**config.mk**
```make
export PLATFORM = sky130hd
export DESIGN_NAME = ndro_access_sched
export DESIGN_NICKNAME = d
export VERILOG_FILES = /design/src/rtl/ndro_access_sched.sv
export SDC_FILE = /design/constraint.sdc
export NUM_CORES = 1
export LEC_CHECK = 0
export BUFFER_PORTS_ARGS = -buffer_cell sky130_fd_sc_hd__buf_2
export CAP_MARGIN = 10
export CORE_MARGIN = 10
export CORE_UTILIZATION = 49
export CTS_CLUSTER_SIZE = 16
export DETAILED_ROUTE_END_ITERATION = 10
export HOLD_SLACK_MARGIN = 0.08
export MAX_ROUTING_LAYER = met4
export PLACE_DENSITY = 0.71
export SKIP_LAST_GASP = 1
export SYNTH_ARGS = -nofsm -noshare
export SYNTH_HDL_FRONTEND = slang
export SYNTH_SLANG_ARGS = --single-unit
```
**constraint.sdc**
```tcl
create_clock -name clk -period 2.1 [get_ports clk]
set_input_delay 0.105 -clock clk [delete_from_list [all_inputs] [get_ports clk]]
set_output_delay 0.105 -clock clk [all_outputs]
set_load 0.02 [all_outputs]
```
**src/rtl/ndro_access_sched.sv**
```systemverilog
// Access scheduler for one NDRO cell: arbitrates write/read requesters, spaces the
// set/reset/clk pulses, captures the readout window and flags shadow mismatches.
module ndro_access_sched #(
    parameter int unsigned SETUP_CYC = 3,
    parameter int unsigned HOLD_CYC  = 2,
    parameter int unsigned READ_WIN  = 2
) (
    input  logic clk,
    input  logic reset,
    input  logic wr_valid,
    input  logic wr_data,
    output logic wr_ready,
    input  logic rd_valid,
    output logic rd_ready,
    output logic rd_data_valid,
    output logic rd_data,
    output logic ndro_set,
    output logic ndro_reset,
    output logic ndro_clk,
    input  logic ndro_out,
    output logic stored,
    output logic err_mismatch
);

    typedef enum logic [2:0] {
        IDLE,
        WPULSE,
        SETTLE,
        RPULSE,
        RSAMPLE,
        RHOLD
    } state_t;

    localparam logic [7:0] SETUP_LD = 8'(SETUP_CYC - 1);
    localparam logic [7:0] HOLD_LD  = 8'(HOLD_CYC - 1);
    localparam logic [7:0] SAMP_LD  = 8'((READ_WIN > 1) ? READ_WIN - 2 : 0);

    state_t     state, state_n;
    logic [7:0] cnt, cnt_n;
    logic       last_rd;
    logic       acc;
    logic       idle;
    logic       wr_acc;
    logic       rd_acc;

    assign idle     = (state == IDLE);
    assign wr_ready = idle & (~rd_valid | last_rd);
    assign rd_ready = idle & (~wr_valid | ~last_rd);
    assign wr_acc   = wr_valid & wr_ready;
    assign rd_acc   = rd_valid & rd_ready;

    always_comb begin
        state_n       = state;
        cnt_n         = cnt;
        ndro_set      = 1'b0;
        ndro_reset    = 1'b0;
        ndro_clk      = 1'b0;
        rd_data_valid = 1'b0;
        rd_data       = 1'b0;
        case (state)
            IDLE: begin
                if (wr_acc) begin
                    state_n = WPULSE;
                end else if (rd_acc) begin
                    state_n = RPULSE;
                end
            end
            WPULSE: begin
                ndro_set   = stored;
                ndro_reset = ~stored;
                state_n    = SETTLE;
                cnt_n      = SETUP_LD;
            end
            SETTLE: begin
                if (cnt == '0) begin
                    state_n = IDLE;
                end else begin
                    cnt_n = cnt - 8'd1;
                end
            end
            RPULSE: begin
                ndro_clk = 1'b1;
                if (READ_WIN == 1) begin
                    state_n = RHOLD;
                    cnt_n   = HOLD_LD;
                end else begin
                    state_n = RSAMPLE;
                    cnt_n   = SAMP_LD;
                end
            end
            RSAMPLE: begin
                if (cnt == '0) begin
                    state_n = RHOLD;
                    cnt_n   = HOLD_LD;
                end else begin
                    cnt_n = cnt - 8'd1;
                end
            end
            RHOLD: begin
                // counter still holds its load value only in the first hold cycle
                rd_data_valid = (cnt == HOLD_LD);
                rd_data       = (cnt == HOLD_LD) & acc;
                if (cnt == '0) begin
                    state_n = IDLE;
                end else begin
                    cnt_n = cnt - 8'd1;
                end
            end
            default: state_n = IDLE;
        endcase
    end

    always_ff @(posedge clk) begin
        if (reset) begin
            state        <= IDLE;
            cnt          <= '0;
            last_rd      <= 1'b1;
            acc          <= 1'b0;
            stored       <= 1'b0;
            err_mismatch <= 1'b0;
        end else begin
            state <= state_n;
            cnt   <= cnt_n;
            if (wr_acc) begin
                stored  <= wr_data;
                last_rd <= 1'b0;
            end
            if (rd_acc) begin
                last_rd <= 1'b1;
            end
            if (state == RPULSE) begin
                acc <= ndro_out;
            end else if (state == RSAMPLE) begin
                acc <= acc | ndro_out;
            end
            if (rd_data_valid && (acc != stored)) begin
                err_mismatch <= 1'b1;
            end
        end
    end

endmodule
```
==> results.sh, run 1 <==
export IMPL_antenna_found_initial=0
export IMPL_yosysMostFrequentCell="dfxtp_1"
export IMPL_period_minus_slack_ps=1970
export IMPL_clock_latency_ps=290
export IMPL_ys_types=42
export IMPL_path_clk_slew_ps=90
export IMPL_area_delta_synth_final_pct=20.9
export IMPL_path_delay_family="simple AND/OR/NAND/NOR gates"
export IMPL_swShare_pct=48.7
export IMPL_rsz0062_at_grt="false"
export IMPL_finalClockSkew_ps=1.35
export IMPL_synth_area_top_cells="dfxtp_1 (32%), nand2_1 (5.6%), a21oi_1 (5.4%)"
export IMPL_reg2reg_slack_ps=130
export IMPL_synth_warnings=0
export IMPL_async_flop_share_pct=0
export IMPL_clockPowerShare_pct=7.7
export IMPL_critPathMaxStageDelay_ps=490
export IMPL_first_pass_iters=4
export IMPL_core_sq_um=1760
export IMPL_endpoint_kind="flip-flop"
export IMPL_pwr_share_seq_pct=24.5
export IMPL_syn_area_sq_um=933
export IMPL_vias_per_cell=5.86
export IMPL_num_antenna_cells=0
export IMPL_crit_type="flip-flop to flip-flop"
export IMPL_grt_max_degree=17
export IMPL_cp_arrival_ps=2200
export IMPL_ys_top_cells_by_count="dfxtp_1 (15), nand2_1 (14), a21oi_1 (10), nor2_1 (10)"
export IMPL_grt_remaining_overflow=0
export IMPL_worst_path_max_fanout=9
export IMPL_synth_seq_cells=15
export IMPL_vias=961
export IMPL_avgSynthCellArea_sq_um=7.91
export IMPL_drc=0
export IMPL_place_hpwl_mm=1.78
export IMPL_ctsLongestPathBuffers=2
export IMPL_p_int_uw=1150
export IMPL_die_h_um=63.6
export IMPL_path_cells="inv_1 -> ha_4 -> or3b_4 -> o21ai_1 -> a21o_2 -> or4_1 -> a21oi_1"
export IMPL_ios=15
export IMPL_finalCritPeriodShare_pct=94.0
export IMPL_synth_edf_count=0
export IMPL_ys_seq_area_share_pct=32.2
export IMPL_numCtsBuffers=3
export IMPL_drt_initial_drc_count=28
export IMPL_wire_per_inst_um=15.1
export IMPL_initial_core_util_pct=52.9
export IMPL_yosysTopAreaCell="dfxtp_1"
export IMPL_fmax_mhz=507
export IMPL_p_sw_uw=1090
export IMPL_setup_viol=0
export IMPL_pwr_share_comb_pct=67.8
export IMPL_wl_mm=2.48
export IMPL_tns_ps=0
export IMPL_hold_viol_final=0
export IMPL_max_slew_margin_pct=68.1
export IMPL_gp_congestion=0.928
export IMPL_detail_route_antenna_nets=0
export IMPL_status="finished, final reports clean"
export IMPL_synth_nets=126
export IMPL_synth_main_ff_cell="dfxtp_1"
export IMPL_vdd_drop_max_mv=1.18
export IMPL_cts_root_buf="clkbuf_4"
export IMPL_grt_pass1_vias=887
export IMPL_htree_levels=1
export IMPL_startpoint_type="flip-flop"
export IMPL_drive_gt1_share_pct=25.2
export IMPL_worstMarginPinSlew_ps=478
export IMPL_grt_usage_pct=12.4
export IMPL_required_ps=2330
export IMPL_hold_path_class="input pin to flip-flop"
export IMPL_portBuffers=14
export IMPL_grt_pass1_wl_mm=4.04
export IMPL_synthDominantCellAreaShare_pct=32.2
export IMPL_die_x_um=63.6
export IMPL_clock_sinks=15
export IMPL_rows=15
export IMPL_die_area_sq_um=4050
export IMPL_path_buf_inv=1
export IMPL_syn_inst=118
export IMPL_maxSlewViolCount=0
export IMPL_nets=148
export IMPL_powerDensity_nw_per_um2=1980
export IMPL_cts_tree="built"
export IMPL_cp_slowest_cell="or4_1"
export IMPL_max_cap_viol_count=0
export IMPL_power_leakage_uw=0.000472
export IMPL_hold_worst_slack_ps=71.0
[through the flow]
stage / worst slack (ps) / std cells / util [%] / total power [uW] / cell area (sq um)
global route: 33.1 / 164 / 64.0 / 2430 / 1130
floorplan: 103 / 118 / - / 1530 / 933
detailed placement: 23.3 / 158 / 60.1 / 1930 / 1060
CTS: 5.67 / 163 / 62.2 / 2110 / 1100
finish: 126 / 164 / 64.0 / 2240 / 1130
global placement: 139 / 158 / 60.1 / 1890 / 1060
[layout by cell type, fill, tap and decap left out, drive strengths merged, types with 2 or more instances in the layout]
cell    count
o31ai       2
ha          2
o21ai       5
nor2       11
a211oi      2
nor2b       3
or3         4
xnor2       2
a221oi      2
nor4        2
a21oi      10
buf        22
nand3       5
nand2b      2
clkbuf      4
o211ai      3
nor3        2
inv         5
dfxtp      15
a21o        2
nand2      14
or4         5
[what timing repair did]
action                                  in CTS  in global routing
buffers inserted                             0                  1
gates resized for setup                      0                  6
hold buffers                                 1                  0
endpoints found under the setup margin       0                 10
endpoints found under the hold margin        1                  0
[layout make-up]
type / count / area [sq um]
fill: 161 / 636
multi-input combinational: 92 / 611
sequential: 15 / 302
timing repair buffer: 23 / 140
tap: 25 / 31.3
clock buffer: 4 / 26.3
inverter: 5 / 18.8
[sequential cells by signal, summed over array words and instances, names as in the netlist]
signal / flops
stored: 1
acc: 1
state: 3
cnt: 8
err_mismatch: 1
last_rd: 1
[per-layer routing]
metal	vias up	part of all wire (%)	GRT usage, %
li1	478	-	-
met1	448	41	13.2
met2	33	53	21.5
met3	2	4.8	2.12
met4	0	0.93	6.56
met5	-	0	-
[logic make-up after synthesis]
kind of cell / count (synthesis) / synth area share [%]
and+or+nand+nor: 52 / 29.9
AOI/OAI and AO/OA: 34 / 26.5
DFF: 15 / 32.2
buffers and inverters: 11 / 4.83
xor gates and xnor gates: 3 / 2.82
adders and majority gates: 2 / 2.68
muxes: 1 / 1.07
[worst register-to-register path: cells and delay by family (launching register included)]
kind	cells	cell delay, ps
and+or+nand+nor	2	770
AOI/OAI and AO/OA	3	520
DFF	1	330
adders and majority gates	1	190
buffers and inverters	1	100
[power by group through the flow]
| stage | clock network (uW) | logic [uW] | registers, uW |
|---|---|---|---|
| 3_3_place_gp | 0 | 1350 | 537 |
| 4_1_cts | 170 | 1400 | 535 |
| 2_1_floorplan | 0 | 1030 | 499 |
| 6_report | 173 | 1520 | 549 |
| 5_1_grt | 185 | 1680 | 564 |
| 3_5_place_dp | 0 | 1390 | 541 |
[final timing paths]
check,startpoint,to,cells after the start
setup reg to reg,cnt[1],cnt[5],7
hold reg to reg,err_mismatch,err_mismatch,2
hold / removal,ndro_out,acc,3
setup / recovery,cnt[1],cnt[5],7
(Power assumes the default switching activity.)
==> run 2: changes to the inputs <==
--- a/config.mk
+++ b/config.mk
@@ -12,7 +12,6 @@
 export CTS_CLUSTER_SIZE = 16
 export DETAILED_ROUTE_END_ITERATION = 10
 export HOLD_SLACK_MARGIN = 0.08
-export MAX_ROUTING_LAYER = met4
 export PLACE_DENSITY = 0.71
 export SKIP_LAST_GASP = 1
 export SYNTH_ARGS = -nofsm -noshare
==> results.sh, run 2 (synthesized netlist as in run 1, its figures left out) <==
export IMPL_finalClockSkew_ps=2.51
export IMPL_worstHoldStart="ndro_out"
export IMPL_status="finished, final reports clean"
export IMPL_startpoint_type="flip-flop"
export IMPL_finalCritPeriodShare_pct=94.1
export IMPL_ctsLongestPathBuffers=2
export IMPL_crit_type="flip-flop to flip-flop"
export IMPL_htree_levels=1
export IMPL_largest_register="cnt"
export IMPL_portBuffers=14
export IMPL_area_delta_synth_final_pct=20.9
export IMPL_vdd_drop_max_mv=1.19
export IMPL_wl_met1_mm=1.06
export IMPL_worstMarginPinSlew_ps=491
export IMPL_p_int_uw=1150
export IMPL_fillerInstances=161
export IMPL_hold_viol_final=0
export IMPL_r2r_start="cnt[1]"
export IMPL_reg2reg_slack_ps=120
export IMPL_rr_worst_depth=7
export IMPL_grt_max_degree=17
export IMPL_period_minus_slack_ps=1980
export IMPL_grt_pass1_wl_mm=4.04
export IMPL_clockPowerShare_pct=7.6
export IMPL_clock_sinks=15
export IMPL_core_sq_um=1760
export IMPL_power_leakage_uw=0.000472
export IMPL_powerDensity_nw_per_um2=1990
export IMPL_nets=148
export IMPL_grt_remaining_overflow=0
export IMPL_setup_viol=0
export IMPL_endpoint_kind="flip-flop"
export IMPL_num_antenna_cells=0
export IMPL_max_cap_viol_count=0
export IMPL_dr_max_layer_used="met4"
export IMPL_regArea_sq_um=302
export IMPL_cp_startpoint="cnt[1]"
export IMPL_pwr_share_comb_pct=67.9
export IMPL_numCtsBuffers=3
export IMPL_cp_arrival_ps=2200
export IMPL_wire_per_inst_um=15.3
export IMPL_p_sw_uw=1100
export IMPL_hold_path_class="input pin to flip-flop"
export IMPL_rows=15
export IMPL_drive_gt1_share_pct=25.2
export IMPL_swShare_pct=49.0
export IMPL_whs_path_depth=3
export IMPL_vias=961
export IMPL_die_x_um=63.6
export IMPL_required_ps=2330
export IMPL_gp_congestion=0.913
export IMPL_grt_pass1_vias=885
export IMPL_placed_area_sq_um=1060
export IMPL_ios=15
export IMPL_place_hpwl_mm=1.78
export IMPL_dr_wl_met2_mm=1.31
export IMPL_pwr_share_seq_pct=24.5
export IMPL_antenna_found_initial=0
export IMPL_dr_wl_met3_um=107
export IMPL_path_clk_slew_ps=90
export IMPL_fmax_mhz=506
export IMPL_rsz0062_at_grt="false"
export IMPL_die_h_um=63.6
export IMPL_timing_rr_end="cnt[5]"
export IMPL_vias_per_cell=5.86
export IMPL_max_slew_margin_pct=67.3
export IMPL_maxSlewViolCount=0
export IMPL_die_area_sq_um=4050
export IMPL_first_pass_iters=4
export IMPL_cts_root_buf="clkbuf_4"
export IMPL_cts_tree="built"
export IMPL_hold_path_endpoint="acc"
export IMPL_worst_path_max_fanout=9
export IMPL_multiInputGateArea_sq_um=611
export IMPL_largest_reg_flops=8
export IMPL_final_cell_area_sq_um=1130
export IMPL_drc=0
export IMPL_tns_ps=0
export IMPL_fin_util_pct=64.0
export IMPL_drt_initial_drc_count=26
export IMPL_clock_latency_ps=290
export IMPL_detail_route_antenna_nets=0
export IMPL_final_cell_mix="nand2_1 (14), dfxtp_1 (14), buf_2 (14)"
export IMPL_reg_largest_list="cnt (8), state (3)"
export IMPL_initial_core_util_pct=52.9
export IMPL_wl_mm=2.50
export IMPL_grt_usage_pct=12.1
## run 2: layer usage
layer	global-route usage, %	vias up
met3	2.12	5
met4	6.56	0
met2	21.5	30
li1	-	476
met5	0	-
met1	13.2	450
## run 2: final cells by class
type	instances	share of cell area, %
Tap cell	25	2.77
Timing Repair Buffer	23	12.4
Sequential cell	15	26.7
Inverter	5	1.66
Multi-Input combinational cell	92	54.1
Clock buffer	4	2.33
## run 2: power groups by stage
stage	registers, uW	clock network, uW	logic, uW
final	552	171	1530
after detailed placement	541	0	1390
after CTS	535	170	1400
after global placement	537	0	1350
after global routing	564	185	1680
after floorplan	499	0	1030
## run 2: worst max-delay path by stage
stage,endpoint,slack [ps],cells after the start
2_1_floorplan,cnt[3],100,9
3_3_place_gp,cnt[5],140,7
3_5_place_dp,cnt[4],20,8
4_1_cts,cnt[5],6,7
5_1_grt,cnt[5],30,7
6_report,cnt[5],120,7
## run 2: repair_timing
action,CTS,global route
buffers inserted,0,1
endpoints found under the setup margin,0,10
hold endpoints to repair,1,0
hold buffers,1,0
resized for setup,0,6
## run 2: through the flow
| stage | worst slack [ps] | total power [uW] | hold WS (ps) | cells |
|---|---|---|---|---|
| 2_1_floorplan | 103 | 1530 | 253 | 118 |
| 6_report | 123 | 2250 | 72.2 | 164 |
| 3_5_place_dp | 23.3 | 1930 | 365 | 158 |
| 4_1_cts | 5.67 | 2110 | 82.4 | 163 |
| 5_1_grt | 33.1 | 2430 | 100 | 164 |
| 3_3_place_gp | 139 | 1890 | 365 | 158 |
## run 2: worst max-delay path, cell delays in order, from the launching register on
cell and delay, ps:
dfxtp_1 330, inv_1 100, ha_4 190, or3b_4 280
o21ai_1 90, a21o_2 290, or4_1 490, a21oi_1 150
==> run 3: changes to the inputs <==
--- a/config.mk
+++ b/config.mk
@@ -8,11 +8,11 @@
 export BUFFER_PORTS_ARGS = -buffer_cell sky130_fd_sc_hd__buf_2
 export CAP_MARGIN = 10
 export CORE_MARGIN = 10
-export CORE_UTILIZATION = 49
+export CORE_UTILIZATION = 54
 export CTS_CLUSTER_SIZE = 16
 export DETAILED_ROUTE_END_ITERATION = 10
 export HOLD_SLACK_MARGIN = 0.08
-export PLACE_DENSITY = 0.71
+export PLACE_DENSITY = 0.75
 export SKIP_LAST_GASP = 1
 export SYNTH_ARGS = -nofsm -noshare
 export SYNTH_HDL_FRONTEND = slang
==> constraint.sdc (replaced) <==
create_clock -name clk -period 2.2 [get_ports clk]
set_input_delay 0.11 -clock clk [delete_from_list [all_inputs] [get_ports clk]]
set_output_delay 0.11 -clock clk [all_outputs]
set_load 0.02 [all_outputs]
==> results.sh, run 3 (synthesized netlist as in run 1, its figures left out) <==
export IMPL_status="finished, final reports clean"
export IMPL_wire_per_inst_um=16.5
export IMPL_vias=944
export IMPL_tns_ps=0
export IMPL_portBuffers=14
export IMPL_initial_core_util_pct=59.2
export IMPL_period_minus_slack_ps=2140
export IMPL_clock_sinks=15
export IMPL_max_slew_margin_pct=69.1
export IMPL_ios=15
export IMPL_vdd_drop_max_mv=1.16
export IMPL_num_antenna_cells=0
export IMPL_finalClockSkew_ps=3.16
export IMPL_ctsLongestPathBuffers=2
export IMPL_antenna_found_initial=0
export IMPL_maxSlewViolCount=0
export IMPL_numCtsBuffers=3
export IMPL_core_sq_um=1580
export IMPL_hold_worst_slack_ps=126
export IMPL_finalCritPeriodShare_pct=97.3
export IMPL_fin_ws_ps=59.8
export IMPL_clock_latency_ps=290
export IMPL_drive_gt1_share_pct=20.7
export IMPL_gp_congestion=0.917
export IMPL_power_leakage_uw=0.000451
export IMPL_detail_route_antenna_nets=0
export IMPL_vias_per_cell=6.25
export IMPL_max_cap_viol_count=0
export IMPL_die_h_um=61.6
export IMPL_place_hpwl_mm=1.78
export IMPL_whs_path_depth=3
export IMPL_worstMarginPinSlew_ps=460
export IMPL_critPathMaxStageDelay_ps=480
export IMPL_cts_root_buf="clkbuf_4"
export IMPL_rr_worst_depth=7
export IMPL_die_area_sq_um=3790
export IMPL_drt_initial_drc_count=43
export IMPL_endpoint_kind="flip-flop"
export IMPL_htree_levels=1
export IMPL_area_delta_synth_final_pct=14.3
export IMPL_die_x_um=61.6
export IMPL_first_pass_iters=5
export IMPL_rows=14
export IMPL_drc=0
export IMPL_required_ps=2420
export IMPL_fmax_mhz=467
export IMPL_place_ws_ps=51.6
export IMPL_hold_viol_final=0
export IMPL_grt_usage_pct=14.0
export IMPL_cp_arrival_ps=2360
export IMPL_finalPower_uw=1990
export IMPL_final_cell_mix="dfxtp_1 (15), nand2_1 (14), buf_2 (14)"
export IMPL_startpoint_type="flip-flop"
export IMPL_setup_viol=0
export IMPL_cts_tree="built"
export IMPL_hold_path_class="input pin to flip-flop"
export IMPL_reg_largest_list="cnt (8), state (3)"
export IMPL_path_cells="inv_1 -> ha_1 -> or3b_4 -> o21ai_1 -> a21o_2 -> or4_1 -> a21oi_1"
export IMPL_grt_remaining_overflow=0
export IMPL_grt_max_degree=14
export IMPL_largest_reg_flops=8
export IMPL_powerDensity_nw_per_um2=1870
export IMPL_final_common_cell="dfxtp_1"
export IMPL_grt_pass1_wl_mm=4.00
export IMPL_path_clk_slew_ps=90
export IMPL_crit_type="flip-flop to flip-flop"
export IMPL_largest_register="cnt"
export IMPL_grt_pass1_vias=897
export IMPL_wl_mm=2.50
export IMPL_nets=144
export IMPL_worst_path_max_fanout=11
export IMPL_cp_slowest_cell="or4_1"
[run 3: stage by stage]
step	util [%]	instance area [sq um]	instances
after detailed placement	65.2	1030	146
final	67.7	1070	151
after global placement	65.2	1030	146
after global routing	67.7	1070	151
after CTS	67.5	1060	151
after floorplan	-	933	118
[run 3: layer usage]
metal	track usage [%]	wire length (um)	vias up
met5	0	0	-
met4	10.8	72	0
met3	4.32	157	10
met2	20.4	1170	41
met1	16.8	1100	423
li1	-	-	470
[run 3: final timing paths]
kind	start	slack, ps	end
setup / recovery	cnt[0]	60	cnt[5]
hold / removal	wr_valid	130	stored
setup reg to reg	cnt[0]	60	cnt[5]
hold reg to reg	err_mismatch	470	err_mismatch
[run 3: critical path: cells and delay by family, from the launching register on]
| kind | cells | cell delay [ps] |
|---|---|---|
| AND/OR/NAND/NOR | 2 | 780 |
| adder cells (fa/ha/maj) | 1 | 250 |
| AO/OA/AOI/OAI | 3 | 610 |
| flip-flops | 1 | 340 |
| buffers and inverters | 1 | 80 |
[run 3: timing repair]
item / in CTS / in global routing
gates resized for setup: 0 / 2
hold buffers: 1 / 0
buffers inserted: 0 / 0
hold endpoints to repair: 1 / 0
setup endpoints to repair: 0 / 6
[run 3: area by class of cell]
class	count	area (sq um)
clock buffers	4	26.3
repair buffers	19	110
inverters	5	18.8
flip-flops and latches	15	300
multi-input cells	92	592
well taps	16	20.0
fillers	126	509
[run 3: where the power goes]
part / internal (uW) / switching (uW) / leakage [uW] / total, uW
Sequential: 377 / 135 / 0.000123 / 511
Combinational: 536 / 785 / 0.000313 / 1320
Clock: 70.5 / 90.4 / 0.0000150 / 161
Total: 983 / 1010 / 0.000451 / 1990
